$ cat config.mk
export PLATFORM = sky130hd
export DESIGN_NAME = rom_stream_reader
export DESIGN_NICKNAME = d
export VERILOG_FILES = /design/src/rtl/rom_pkg.sv /design/src/rtl/byte_skid_fifo.sv /design/src/rtl/rom_stream_reader.sv
export SDC_FILE = /design/constraint.sdc
export NUM_CORES = 1
export LEC_CHECK = 0
export CORE_MARGIN = 4
export CORE_UTILIZATION = 58
export DETAILED_ROUTE_END_ITERATION = 7
export DONT_BUFFER_PORTS = 1
export HOLD_SLACK_MARGIN = 0.08
export PLACE_DENSITY = 0.8
export RECOVER_POWER = 50
export SETUP_SLACK_MARGIN = 0.05
export SYNTH_ARGS = -nofsm -noshare
export SYNTH_HDL_FRONTEND = slang
export SYNTH_SLANG_ARGS = --single-unit
$ cat constraint.sdc
create_clock -name clk -period 2.9 [get_ports clk]
set_clock_uncertainty 0.2 [all_clocks]
set_input_delay 0.58 -clock clk [delete_from_list [all_inputs] [get_ports clk]]
set_output_delay 0.58 -clock clk [all_outputs]
set_load 0.005 [all_outputs]
$ cat src/rtl/rom_pkg.sv
// Shared constants and types for the 1581 drive ROM stream reader.
package rom_pkg;

    localparam int ROM_ADDR_W = 15;
    localparam int ROM_SIZE   = 1 << ROM_ADDR_W;
    localparam int CSUM_W     = 16;
    localparam int PAYLOAD_W  = 9;

    typedef enum logic [1:0] {
        IDLE,
        RUN,
        DRAIN
    } state_e;

endpackage

$ cat src/rtl/byte_skid_fifo.sv
// Two-entry FIFO carrying {last, data} between the ROM read port and the byte stream.
module byte_skid_fifo
    import rom_pkg::*;
(
    input  logic                 clk,
    input  logic                 rst_n,
    input  logic                 push,
    input  logic [PAYLOAD_W-1:0] push_data,
    input  logic                 pop,
    output logic [PAYLOAD_W-1:0] pop_data,
    output logic                 full,
    output logic                 empty,
    output logic [1:0]           count
);

    logic [PAYLOAD_W-1:0] mem_q [2];
    logic                 wr_ptr_q, wr_ptr_d;
    logic                 rd_ptr_q, rd_ptr_d;
    logic [1:0]           count_q, count_d;

    // NOTE: every always_comb output gets a default first, so no path can infer a latch.
    always_comb begin
        wr_ptr_d = wr_ptr_q;
        rd_ptr_d = rd_ptr_q;
        if (push) wr_ptr_d = ~wr_ptr_q;
        if (pop)  rd_ptr_d = ~rd_ptr_q;
        count_d = count_q + 2'(push) - 2'(pop);
    end

    // NOTE: sequential state uses non-blocking assignments so every flop samples pre-edge values.
    always_ff @(posedge clk) begin
        if (!rst_n) begin
            wr_ptr_q <= 1'b0;
            rd_ptr_q <= 1'b0;
            count_q  <= 2'd0;
        end else begin
            wr_ptr_q <= wr_ptr_d;
            rd_ptr_q <= rd_ptr_d;
            count_q  <= count_d;
        end
    end

    // NOTE: the storage array has no reset; the pointers and count alone define what is valid.
    always_ff @(posedge clk) begin
        if (push) mem_q[wr_ptr_q] <= push_data;
    end

    assign pop_data = mem_q[rd_ptr_q];
    assign full     = (count_q == 2'd2);
    assign empty    = (count_q == 2'd0);
    assign count    = count_q;

endmodule

$ cat src/rtl/rom_stream_reader.sv
// Sweeps a contiguous ROM address range and streams the bytes on a valid/ready port,
// keeping a 16-bit additive checksum of every delivered byte.
module rom_stream_reader
    import rom_pkg::*;
#(
    parameter int ADDR_W    = ROM_ADDR_W,
    parameter int CNT_W     = 16,
    parameter int BUF_DEPTH = 2
) (
    input  logic              clk,
    input  logic              rst_n,
    input  logic              start,
    input  logic [ADDR_W-1:0] base_addr,
    input  logic [CNT_W-1:0]  byte_count,
    output logic              busy,
    output logic              done,
    output logic [ADDR_W-1:0] rom_addr,
    output logic              rom_oe,
    input  logic [7:0]        rom_data,
    output logic              m_valid,
    output logic [7:0]        m_data,
    output logic              m_last,
    input  logic              m_ready,
    output logic [CSUM_W-1:0] checksum
);

    state_e               state_q, state_d;
    logic [ADDR_W-1:0]    addr_ptr_q, addr_ptr_d;
    logic [CNT_W-1:0]     issue_left_q, issue_left_d;
    logic                 pending_q, pending_d;
    logic                 pending_last_q, pending_last_d;
    logic [CSUM_W-1:0]    checksum_q, checksum_d;
    logic                 done_q, done_d;

    logic [1:0]           fifo_count;
    logic                 fifo_full, fifo_empty;
    logic [PAYLOAD_W-1:0] head;
    logic                 pop, issue;

    byte_skid_fifo u_fifo (
        .clk       (clk),
        .rst_n     (rst_n),
        .push      (pending_q),
        .push_data ({pending_last_q, rom_data}),
        .pop       (pop),
        .pop_data  (head),
        .full      (fifo_full),
        .empty     (fifo_empty),
        .count     (fifo_count)
    );

    assign pop = m_valid && m_ready;

    // A read goes out only if it still fits once this cycle's pop and the read already in flight land.
    assign issue = (state_q == RUN) && (issue_left_q != '0) &&
                   ((int'(fifo_count) + int'(pending_q) - int'(pop)) < BUF_DEPTH);

    always_comb begin
        state_d        = state_q;
        addr_ptr_d     = addr_ptr_q;
        issue_left_d   = issue_left_q;
        pending_d      = issue;
        pending_last_d = issue && (issue_left_q == CNT_W'(1));
        checksum_d     = checksum_q;
        done_d         = 1'b0;

        if (pop) checksum_d = checksum_q + CSUM_W'(m_data);

        unique case (state_q)
            IDLE: begin
                if (start) begin
                    checksum_d = '0;
                    if (byte_count != '0) begin
                        state_d      = RUN;
                        addr_ptr_d   = base_addr;
                        issue_left_d = byte_count;
                    end else begin
                        done_d = 1'b1;
                    end
                end
            end
            RUN: begin
                if (issue) begin
                    addr_ptr_d   = addr_ptr_q + ADDR_W'(1);
                    issue_left_d = issue_left_q - CNT_W'(1);
                    if (issue_left_q == CNT_W'(1)) state_d = DRAIN;
                end
            end
            DRAIN: begin
                if (pop && m_last) begin
                    state_d = IDLE;
                    done_d  = 1'b1;
                end
            end
            default: state_d = IDLE;
        endcase
    end

    always_ff @(posedge clk) begin
        if (!rst_n) begin
            state_q        <= IDLE;
            addr_ptr_q     <= '0;
            issue_left_q   <= '0;
            pending_q      <= 1'b0;
            pending_last_q <= 1'b0;
            checksum_q     <= '0;
            done_q         <= 1'b0;
        end else begin
            state_q        <= state_d;
            addr_ptr_q     <= addr_ptr_d;
            issue_left_q   <= issue_left_d;
            pending_q      <= pending_d;
            pending_last_q <= pending_last_d;
            checksum_q     <= checksum_d;
            done_q         <= done_d;
        end
    end

    assign busy     = (state_q != IDLE);
    assign done     = done_q;
    assign rom_oe   = issue;
    assign rom_addr = addr_ptr_q;
    assign m_valid  = !fifo_empty;
    assign m_data   = fifo_empty ? 8'h00 : head[7:0];
    assign m_last   = !fifo_empty && head[8];
    assign checksum = checksum_q;

    a_no_overflow: assert property (@(posedge clk) disable iff (!rst_n)
        !(fifo_full && pending_q && !pop));
    a_count_range: assert property (@(posedge clk) disable iff (!rst_n)
        (start && state_q == IDLE) |-> (byte_count <= CNT_W'(ROM_SIZE)));

endmodule

* After elaboration in Yosys (flattened, before gate mapping)
Memory sizes are Yosys's and may differ from the RTL's. A register that Yosys moved wholly into a read port is not among the register bits.
Cells that the tools add are included.
** Operators by class
- $add $sub $neg :: 7
- Bitwise logic cells :: 2
- Muxes and demuxes :: 26
- Magnitude comparators :: 1
- Eq/ne operators :: 8
- Reduce and logical (&&, ||, !) cells :: 15
** Operators by type and width (number)
- two-way mux 16 bit :: 6
- two-way mux 15 bit :: 3
- one-hot mux 16 bit (2 select lines) :: 1
- nonzero test 16 bit :: 2
- one-hot mux 15 bit (2 select lines) :: 1
- adder 16 x 8 -> 16 bit :: 1
- == test 16 x 1 -> 1 bit (second input constant) :: 1
- subtractor 16 x 1 -> 16 bit (second input constant) :: 1
- adder 15 x 1 -> 15 bit (second input constant) :: 1
- two-way mux 2 bit :: 5
- two-way mux 8 bit :: 1
- inequality test 2 bit (second input constant) :: 4
- two-way mux 1 bit :: 7
- logical AND 1 bit :: 6
- one-hot mux 2 bit (3 select lines) :: 1
- AND reduction 5 bit :: 1
- zero test 2 bit :: 2
- < comparator 4 x 3 -> 1 bit (second input constant) :: 1
- AND reduction 4 bit :: 1
- nonzero test 2 bit :: 2
- subtractor 3 x 1 -> 4 bit :: 1
- adder 2 x 1 -> 3 bit :: 1
- adder 2 x 1 -> 2 bit :: 1
- == test 2 x 1 -> 1 bit (second input constant) :: 1
- other kinds (6) :: 7
** Word-level totals
- Register bits :: 56
- Word-level logic and storage cells :: 70
- RAM bits :: 18
- Memories kept :: 1
** Memory list
- u_fifo.mem_q :: words 2, width 9, rd ports 1, clocked after Yosys merged registers in 1, wr ports 1, RTL line byte_skid_fifo.sv:16 : logic [PAYLOAD_W-1:0] mem_q [2];

* Depth between registers and ports, before layout
Gate-level depths: netlist of the first run.
- Word-level depth :: 8
- Mapped depth :: 12
- Depth with buffers taken out :: 11

* Modules after synthesis
From an unflattened synthesis of the first run, not the netlist that was laid out.
** Second synthesis, totals
- Cells, all modules :: 517
- Area, all modules :: 4485.6 um^2
** By module, submodules not included
- rom_stream_reader :: times used 1, cells an instance 468, seq. area each 1041.0 um^2, area an instance 3613.5 um^2
- byte_skid_fifo :: times used 1, cells an instance 49, seq. area each 640.6 um^2, area an instance 872.1 um^2

* Worst setup path after synthesis of the first run
No wires, ideal clock.
- Path type :: register to register
- From :: register (tool-made name)
- To :: register checksum_q[9], in the netlist checksum[9]
- Stages on the path, launching flop included :: 10
- Arrival :: 2457 ps
- Slack :: 127 ps
- Setup time :: 116 ps
- Path through :: dfxtp_1 clkbuf_1 mux2i_1 nor2_1 ha_1 inv_2 or3_1 o211ai_1 a31oi_1 a41o_1
** RTL lines
- to (signal assigned) :: RTL line rom_stream_reader.sv:114 : checksum_q <= checksum_d;
- to (decl) :: RTL line rom_stream_reader.sv:32 : logic [CSUM_W-1:0] checksum_q, checksum_d;

* Worst setup path after layout of the first run
- From :: register u_fifo.count_q[1], in the netlist u_fifo.count[1]
- To :: output rom_oe
** On the way
- Longest elaborated chain between the ends :: 6
- Elaborated cells between the ends (all ways) :: 7
** RTL lines
- from (decl) :: RTL line byte_skid_fifo.sv:19 : logic [1:0] count_q, count_d;
- from (signal assigned) :: RTL line byte_skid_fifo.sv:39 : count_q <= count_d;
- parallel branches: the longest is 3 deep, another holds adder 2 x 1 -> 3 bit
- subtractor 3 x 1 -> 4 bit (*) :: RTL line rom_stream_reader.sv:56 : ((int'(fifo_count) + int'(pending_q) - int'(pop)) < BUF_DEPTH);
- < comparator 4 x 3 -> 1 bit (*) :: RTL line rom_stream_reader.sv:56
- logical AND 1 bit (*) :: RTL line rom_stream_reader.sv:55 : assign issue = (state_q == RUN) && (issue_left_q != '0) &&
- to (decl) :: RTL line rom_stream_reader.sv:18 : output logic rom_oe,
Every way passes the cells marked *.

==> results of run 1 <==
==> through the flow <==
stage          hold WS (ps)  TNS, ps  area (um2)  setup WS [ps]
2_1_floorplan           204        0        4290            127
3_3_place_gp            221        0        4490            123
3_5_place_dp            214    -21.1        4490          -16.8
4_1_cts                 104     -120        4750           -120
5_1_grt                85.6     -263        4800           -190
6_report                109    -87.7        4800          -87.7
==> cell families after synthesis <==
logic type      Yosys count  share of synthesized area, %
flops                    75                          39.2
fa+ha+maj                16                          5.01
buf+inv                  52                          5.07
xor+xnor                  8                          1.63
mux                      15                          3.50
simple gates            199                          22.4
compound gates          145                          23.2
==> flip-flops by register name, indices dropped and copies added (netlist names), named ones only <==
name	count
u_fifo.count	2
state_q	2
u_fifo.rd_ptr_q	1
pending_q	1
rom_addr	15
u_fifo.mem_q	18
checksum	16
u_fifo.wr_ptr_q	1
pending_last_q	1
issue_left_q	16
done	1
==> worst reg2reg max path, delay by kind of cell, from the launching register on <==
| kind | cells | cell delay (ps) |
|---|---|---|
| AOI/OAI and AO/OA | 3 | 830 |
| DFF | 1 | 340 |
| and+or+nand+nor | 4 | 650 |
| buffers and inverters | 2 | 310 |
| adders and majority gates | 1 | 320 |
==> power breakdown <==
part           switching [mW]  leakage, nW  internal [mW]  total [mW]
clock network           0.401        0.121          0.570       0.971
registers              0.0902        0.634           1.14        1.23
logic                   0.322         1.01          0.220       0.542
total                   0.813         1.77           1.93        2.74
==> layout make-up <==
class | instances | area share (%)
clock inverter | 7 | 2.42
multi-input combinational | 383 | 50.9
timing repair buffer | 28 | 4.98
clock buffer | 9 | 2.58
sequential | 75 | 35.1
tap | 99 | 2.58
inverter | 17 | 1.38
==> synth_stat cells, types with 5 or more instances <==
master / number / area, um2
a21oi_1: 50 / 250
a22oi_1: 8 / 60.1
and2_1: 7 / 43.8
clkbuf_1: 29 / 109
dfxtp_1: 57 / 1140
edfxtp_1: 18 / 541
ha_1: 14 / 175
inv_1: 15 / 56.3
mux2i_1: 15 / 150
nand2_1: 70 / 263
nand2b_1: 8 / 50.1
nand3_1: 14 / 70.1
nand4_1: 9 / 56.3
nor2_1: 42 / 158
nor3_1: 12 / 60.1
nor4_1: 13 / 81.3
o21a_1: 5 / 37.5
o21ai_0: 16 / 80.1
o22ai_1: 10 / 62.6
o31ai_1: 6 / 45.0
o32ai_1: 11 / 96.3
xnor2_1: 6 / 52.6
==> per-layer routing <==
metal / vias to the layer above / GRT usage (%) / share of wire [%]
met5: - / 0 / 0
met4: 0 / 9.75 / 2.8
met2: 155 / 43.2 / 49
li1: 1897 / - / -
met1: 1852 / 32.5 / 40
met3: 30 / 6.89 / 8.0
==> final timing paths <==
path | from | endpoint | slack, ps | cells past startpoint
max | u_fifo.count[1]$_SDFF_PN0_ | rom_oe | -90 | 9
min | rom_data[6] | u_fifo.mem_q[1][6]$_DFFE_PP_ | 110 | 0
min reg2reg | pending_last_q$_SDFF_PN0_ | u_fifo.mem_q[1][8]$_DFFE_PP_ | 240 | 0
max reg2reg | u_fifo.count[0]$_SDFF_PN0_ | checksum[9]$_SDFF_PN0_ | 150 | 10
==> repair_timing <==
item,in CTS,in global routing
hold endpoints to repair,0,0
setup buffers,1,1
setup endpoints to repair,5,24
gates resized for setup,6,11
pin swaps,2,4
==> reports/metrics.csv, run 1 <==
stage,metric,value,unit
run_status,outcome,finished with violations,
run_status,failing checks,negative setup slack,
cells_and_area,register area,1690,um2
cells_and_area,Filler Cell Count,600,
cts,CTS Hold Buffers Added,0,
critical_path,Bufs and invs on worst path,2,
place,port bufs,0,
cells_and_area,layout cell share with drive strength beyond 1,13.7,%
sta,Slew HR,43.2,%
synthesis,"Seq/Total Area, Yosys",39.2,%
floorplan,die width,94.0,um
cells_and_area,ANT cells,0,
routing,drt pass-1 iters,5,
place,dpl cells,600,
cells_and_area,Util after Layout,66.6,%
cts,Sink Count,75,
sta,Worst Max-Slew Pin Slew,850,ps
critical_path,crit-path max FO,8,
global_route,first-pass GRT wire length,18500,um
sta,Tcrit/Tclk final,103,%
sta,Final WS setup,-87.7,ps
sta,RSZ-0062 raised after global routing,yes,
sta,fmax,0.335,GHz
routing,via count,3934,
cells_and_area,# nets final,573,
synthesis,Syn Nets,569,
job,Maximum Capacitance Violations,0,
cts,CTS tree,built,
floorplan,full die area,8840,um2
worst_hold_path,HP Class,input port to flip-flop,
sta,Tmin final,2990,ps
sta,Final Max Tran Viols,0,
routing,drt total wl,11100,um
routing,DR vias/cell,6.37,
critical_path,CP arrival,2210,ps
global_route,largest net degree at the start of global routing,46,
critical_path,critical-path cell list,"nand2_4, mux2i_2, ha_2, inv_2, fa_2, xnor2_2, a22o_1, o311ai_4, inv_4",
floorplan,total core area,7210,um2
cells_and_area,"most common cell after layout, fill and taps aside",nand2_1,
place,final HPWL from detailed placement,7720,um
cts,Clock transition at path regs,90,ps
critical_path,Crit. End Element,output port,
floorplan,I/O Pins,87,
cells_and_area,non-filler instance count after layout,618,
routing,number of routed nets with antenna violations,0,
routing,1st-iter DRT viols,257,
critical_path,Crit path largest cell delay,370,ps
pwr,peak supply drop,261,uV
global_route,vias in the first global route,3764,
critical_path,critical path type,flip-flop to output port,
synthesis,async set-reset flop share out of synthesis,0,%
pwr,Cell Pwr Density,571,nW/um2
synthesis,Seq cells post-synth,75,
floorplan,row count,31,
synthesis,cell area after synthesis,4290,um2
cts,H-tree levels,3,
cells_and_area,most frequent cells in the layout,"nand2_1 (69), dfxtp_1 (55), a21oi_1 (48)",
critical_path,WP data required,2120,ps
synthesis,Synth Flop Type,dfxtp_1,
cts,cts bufs inserted,9,
critical_path,CP startpoint kind,flip-flop,
synthesis,number of enable flip-flop cells after synthesis,18,
critical_path,"delay-heaviest family, CP",adder cells,
floorplan,Chip Height,94.0,um
cts,clk root buf,clkbuf_8,
global_route,initial antenna violation count,0,
synthesis,count of different cell masters after synthesis,66,
critical_path,"Slowest-stage cell, CP",dfxtp_4,
pwr,total power,2.74,mW
global_route,Total GRT Usage,26.1,%
cells_and_area,area of the multi-input gates,2450,um2
cts,CTS Buffer Depth,2,
sta,final hold violations,0,
synthesis,syn_area_per_cell,8.42,um2
routing,Remaining DRCs,0,
sta,final setup vio count,1,
floorplan,initial core utilization,59.5,%
routing,routed length per instance,17.9,um
synthesis,Synth warnings,0,
cts,Clock Latency Late Sink,360,ps
place,gpl congestion,0.888,
pwr,LEAKAGE,1.77,nW
cells_and_area,P&R area growth vs syn,11.9,%
synthesis,Cells after Synth,510,
global_route,gr ovfl total,0,
Note: power is estimated with default switching activity, not from simulation.
==> inputs of run 2 (changes only) <==
SYNTH_HIERARCHICAL = 1   (was not set)
==> reports/metrics.csv, run 2 <==
stage,metric,value,unit,change
critical_path,CP startpoint kind,flip-flop,,unchanged
cts,Sink Count,75,,unchanged
worst_hold_path,Hold Path Depth,0,,unchanged
critical_path,"delay-heaviest family, CP",simple AND/OR/NAND/NOR gates,,was adder cells
cts,CTS Buffer Depth,2,,unchanged
cells_and_area,Top reg by flops,u_fifo/mem_q,,was u_fifo.mem_q
cts,clk root buf,clkbuf_8,,unchanged
cts,cts bufs inserted,9,,unchanged
sta,Fin Setup TNS,-2390,ps,was -87.7 ps
place,port bufs,0,,unchanged
synthesis,Syn Nets,575,,was 569
synthesis,cell area after synthesis,4480,um2,was 4290 um2
global_route,gr ovfl total,0,,unchanged
cells_and_area,Util after Layout,71.5,%,was 66.6%
critical_path,CP arrival,2480,ps,was 2210 ps
cells_and_area,"most common cell after layout, fill and taps aside",nand2_1,,unchanged
critical_path,worst flop-to-flop path startpoint,u_fifo/count[0]$_SDFF_PN0_,,was u_fifo.count[0]$_SDFF_PN0_
cells_and_area,P&R area growth vs syn,17.7,%,was 11.9%
routing,drt total wl,12300,um,"was 11,100 um"
critical_path,Crit. End Element,output port,,unchanged
sta,final setup vio count,26,,was 1
routing,DR vias/cell,6.47,,was 6.37
sta,Tmin final,3260,ps,was 2990 ps
critical_path,Levels on crit path,11,,was 9
routing,via count,4187,,"was 3,934"
floorplan,total core area,7370,um2,was 7210 um2
pwr,peak supply drop,353,uV,was 261 uV
job,Maximum Capacitance Violations,0,,unchanged
critical_path,"Slowest-stage cell, CP",fa_1,,was dfxtp_4
critical_path,reg2reg end,rom_addr[4]$_SDFFE_PN0P_,,was checksum[9]$_SDFF_PN0_
synthesis,Cells after Synth,516,,was 510
sta,Slew HR,39.1,%,was 43.2%
critical_path,critical-path cell list,"nor2_4, inv_2, nand2_4, inv_2, nor2b_1, o21ai_1, fa_1, buf_4, a221oi_2, or3_4, inv_8",,"was nand2_4, mux2i_2, ha_2, inv_2, fa_2, xnor2_2, a22o_1, o311ai_4, inv_4"
global_route,Total GRT Usage,26.7,%,was 26.1%
cells_and_area,most frequent cells in the layout,"nand2_1 (82), dfxtp_1 (54), nor2_1 (35)",,"was nand2_1 (69), dfxtp_1 (55), a21oi_1 (48)"
global_route,GRT busiest layer,met2,,unchanged
routing,drt pass-1 iters,5,,unchanged
sta,Final WS setup,-365,ps,was -87.7 ps
sta,Final Max Tran Viols,0,,unchanged
routing,Remaining DRCs,0,,unchanged
critical_path,"Top cell by count, worst path",inv_2,,
critical_path,flop2flop setup slack,-150,ps,was 150 ps
critical_path,critical path type,flip-flop to output port,,unchanged
global_route,first-pass GRT wire length,19200,um,"was 18,500 um"
worst_hold_path,"Endpoint, Worst Hold",u_fifo/mem_q[0][2]$_DFFE_PP_,,was u_fifo.mem_q[1][6]$_DFFE_PP_
routing,1st-iter DRT viols,301,,was 257
global_route,met1 usage,30.5,%,was 32.5%
global_route,vias in the first global route,4044,,"was 3,764"
floorplan,I/O Pins,87,,unchanged
cells_and_area,max FFs per register,18,,unchanged
pwr,Cell Pwr Density,747,nW/um2,was 571 nW/um2
floorplan,initial core utilization,60.8,%,was 59.5%
cells_and_area,ANT cells,0,,unchanged
critical_path,Crit path largest cell delay,540,ps,was 370 ps
critical_path,crit-path max FO,5,,was 8
sta,Worst Max-Slew Pin Slew,905,ps,was 850 ps
cells_and_area,layout cell share with drive strength beyond 1,24.6,%,was 13.7%
pwr,LEAKAGE,1.94,nW,was 1.77 nW
sta,RSZ-0062 raised after global routing,yes,,unchanged
routing,number of routed nets with antenna violations,0,,unchanged
sta,Final Hold Slack,117,ps,was 109 ps
run_status,failing checks,negative setup slack,,unchanged
floorplan,die width,95.9,um,was 94.0 um
critical_path,WP data required,2120,ps,about the same
critical_path,reg2reg path depth,15,,was 10
place,gpl congestion,0.881,,was 0.888
place,final HPWL from detailed placement,8240,um,was 7720 um
sta,final hold violations,0,,unchanged
sta,fmax,0.306,GHz,was 0.335 GHz
global_route,largest net degree at the start of global routing,45,,was 46
critical_path,Bufs and invs on worst path,4,,was 2
sta,Tcrit/Tclk final,113,%,was 103%
routing,routed length per instance,19.1,um,was 17.9 um
cts,Clock Latency Late Sink,360,ps,about the same
global_route,M3 GR Usage,7.97,%,was 6.89%
global_route,M2 GR Usage,46.3,%,was 43.2%
global_route,initial antenna violation count,0,,unchanged
synthesis,Synth warnings,6,,was 0
worst_hold_path,HP Class,input port to flip-flop,,unchanged
worst_hold_path,hold_sp,rom_data[2],,was rom_data[6]
cells_and_area,# nets final,602,,was 573
cts,H-tree levels,3,,unchanged
run_status,outcome,finished with violations,,unchanged
cts,Clock transition at path regs,80,ps,was 90 ps
floorplan,full die area,9190,um2,was 8840 um2
floorplan,row count,31,,unchanged
floorplan,Chip Height,95.9,um,was 94.0 um
cts,CTS tree,built,,unchanged
synthesis,syn_area_per_cell,8.68,um2,was 8.42 um2
run 2: power by group:
group	switching, mW	internal [mW]	total, mW
clock	0.403	0.486	0.889
sequential	0.145	1.20	1.35
combinational	0.863	0.837	1.70
run 2: routing by layer:
layer / wire length [um] / up-vias
li1: - / 1961
met1: 4610 / 1973
met2: 6090 / 211
met3: 1300 / 42
met4: 344 / 0
met5: 0 / -
run 2: worst reg2reg max path, cell delays in order, from the launching register on:
cell,delay [ps]
dfxtp_2,340
nor2_4,150
inv_2,70
nand2_4,80
inv_2,50
nor2b_1,120
o21ai_1,80
fa_1,540
buf_4,130
a221oi_2,50
or3_4,430
buf_4,190
buf_6,140
buf_6,130
a22oi_1,170
o22ai_1,80
run 2: timing repair:
item	CTS	global route
setup buffers	16	5
cloned	2	0
gates resized for setup	27	19
hold buffers	0	0
setup endpoints to repair	32	42
pin swaps	9	7
run 2: layout make-up:
cell class                      count  area [um2]
Multi-Input combinational cell    394        2730
Fill cell                         529        2100
Sequential cell                    75        1690
Timing Repair Buffer               46         440
Clock buffer                       10         128
Tap cell                           99         124
Clock inverter                      6        90.1
Inverter                           17        71.3
run 2: through the flow:
step	area (um2)	total power, mW	worst slack [ps]	std cells
after floorplan	4500	2.31	-30.6	516
after global placement	4730	2.64	-72.9	614
after detailed placement	4730	2.69	-130	614
after CTS	5220	3.88	-342	648
after global routing	5270	4.14	-445	647
final	5270	3.94	-365	647
run 2: worst max path at each step:
stage                                     from                       end  slack, ps
CTS                 u_fifo/count[1]$_SDFF_PN0_                    rom_oe       -340
global route        u_fifo/count[0]$_SDFF_PN0_                    rom_oe       -450
detailed placement  u_fifo/count[0]$_SDFF_PN0_  rom_addr[7]$_SDFFE_PN0P_       -130
finish              u_fifo/count[0]$_SDFF_PN0_                    rom_oe       -360
floorplan                              m_ready                    rom_oe        -30
global placement                       m_ready  rom_addr[3]$_SDFFE_PN0P_        -70
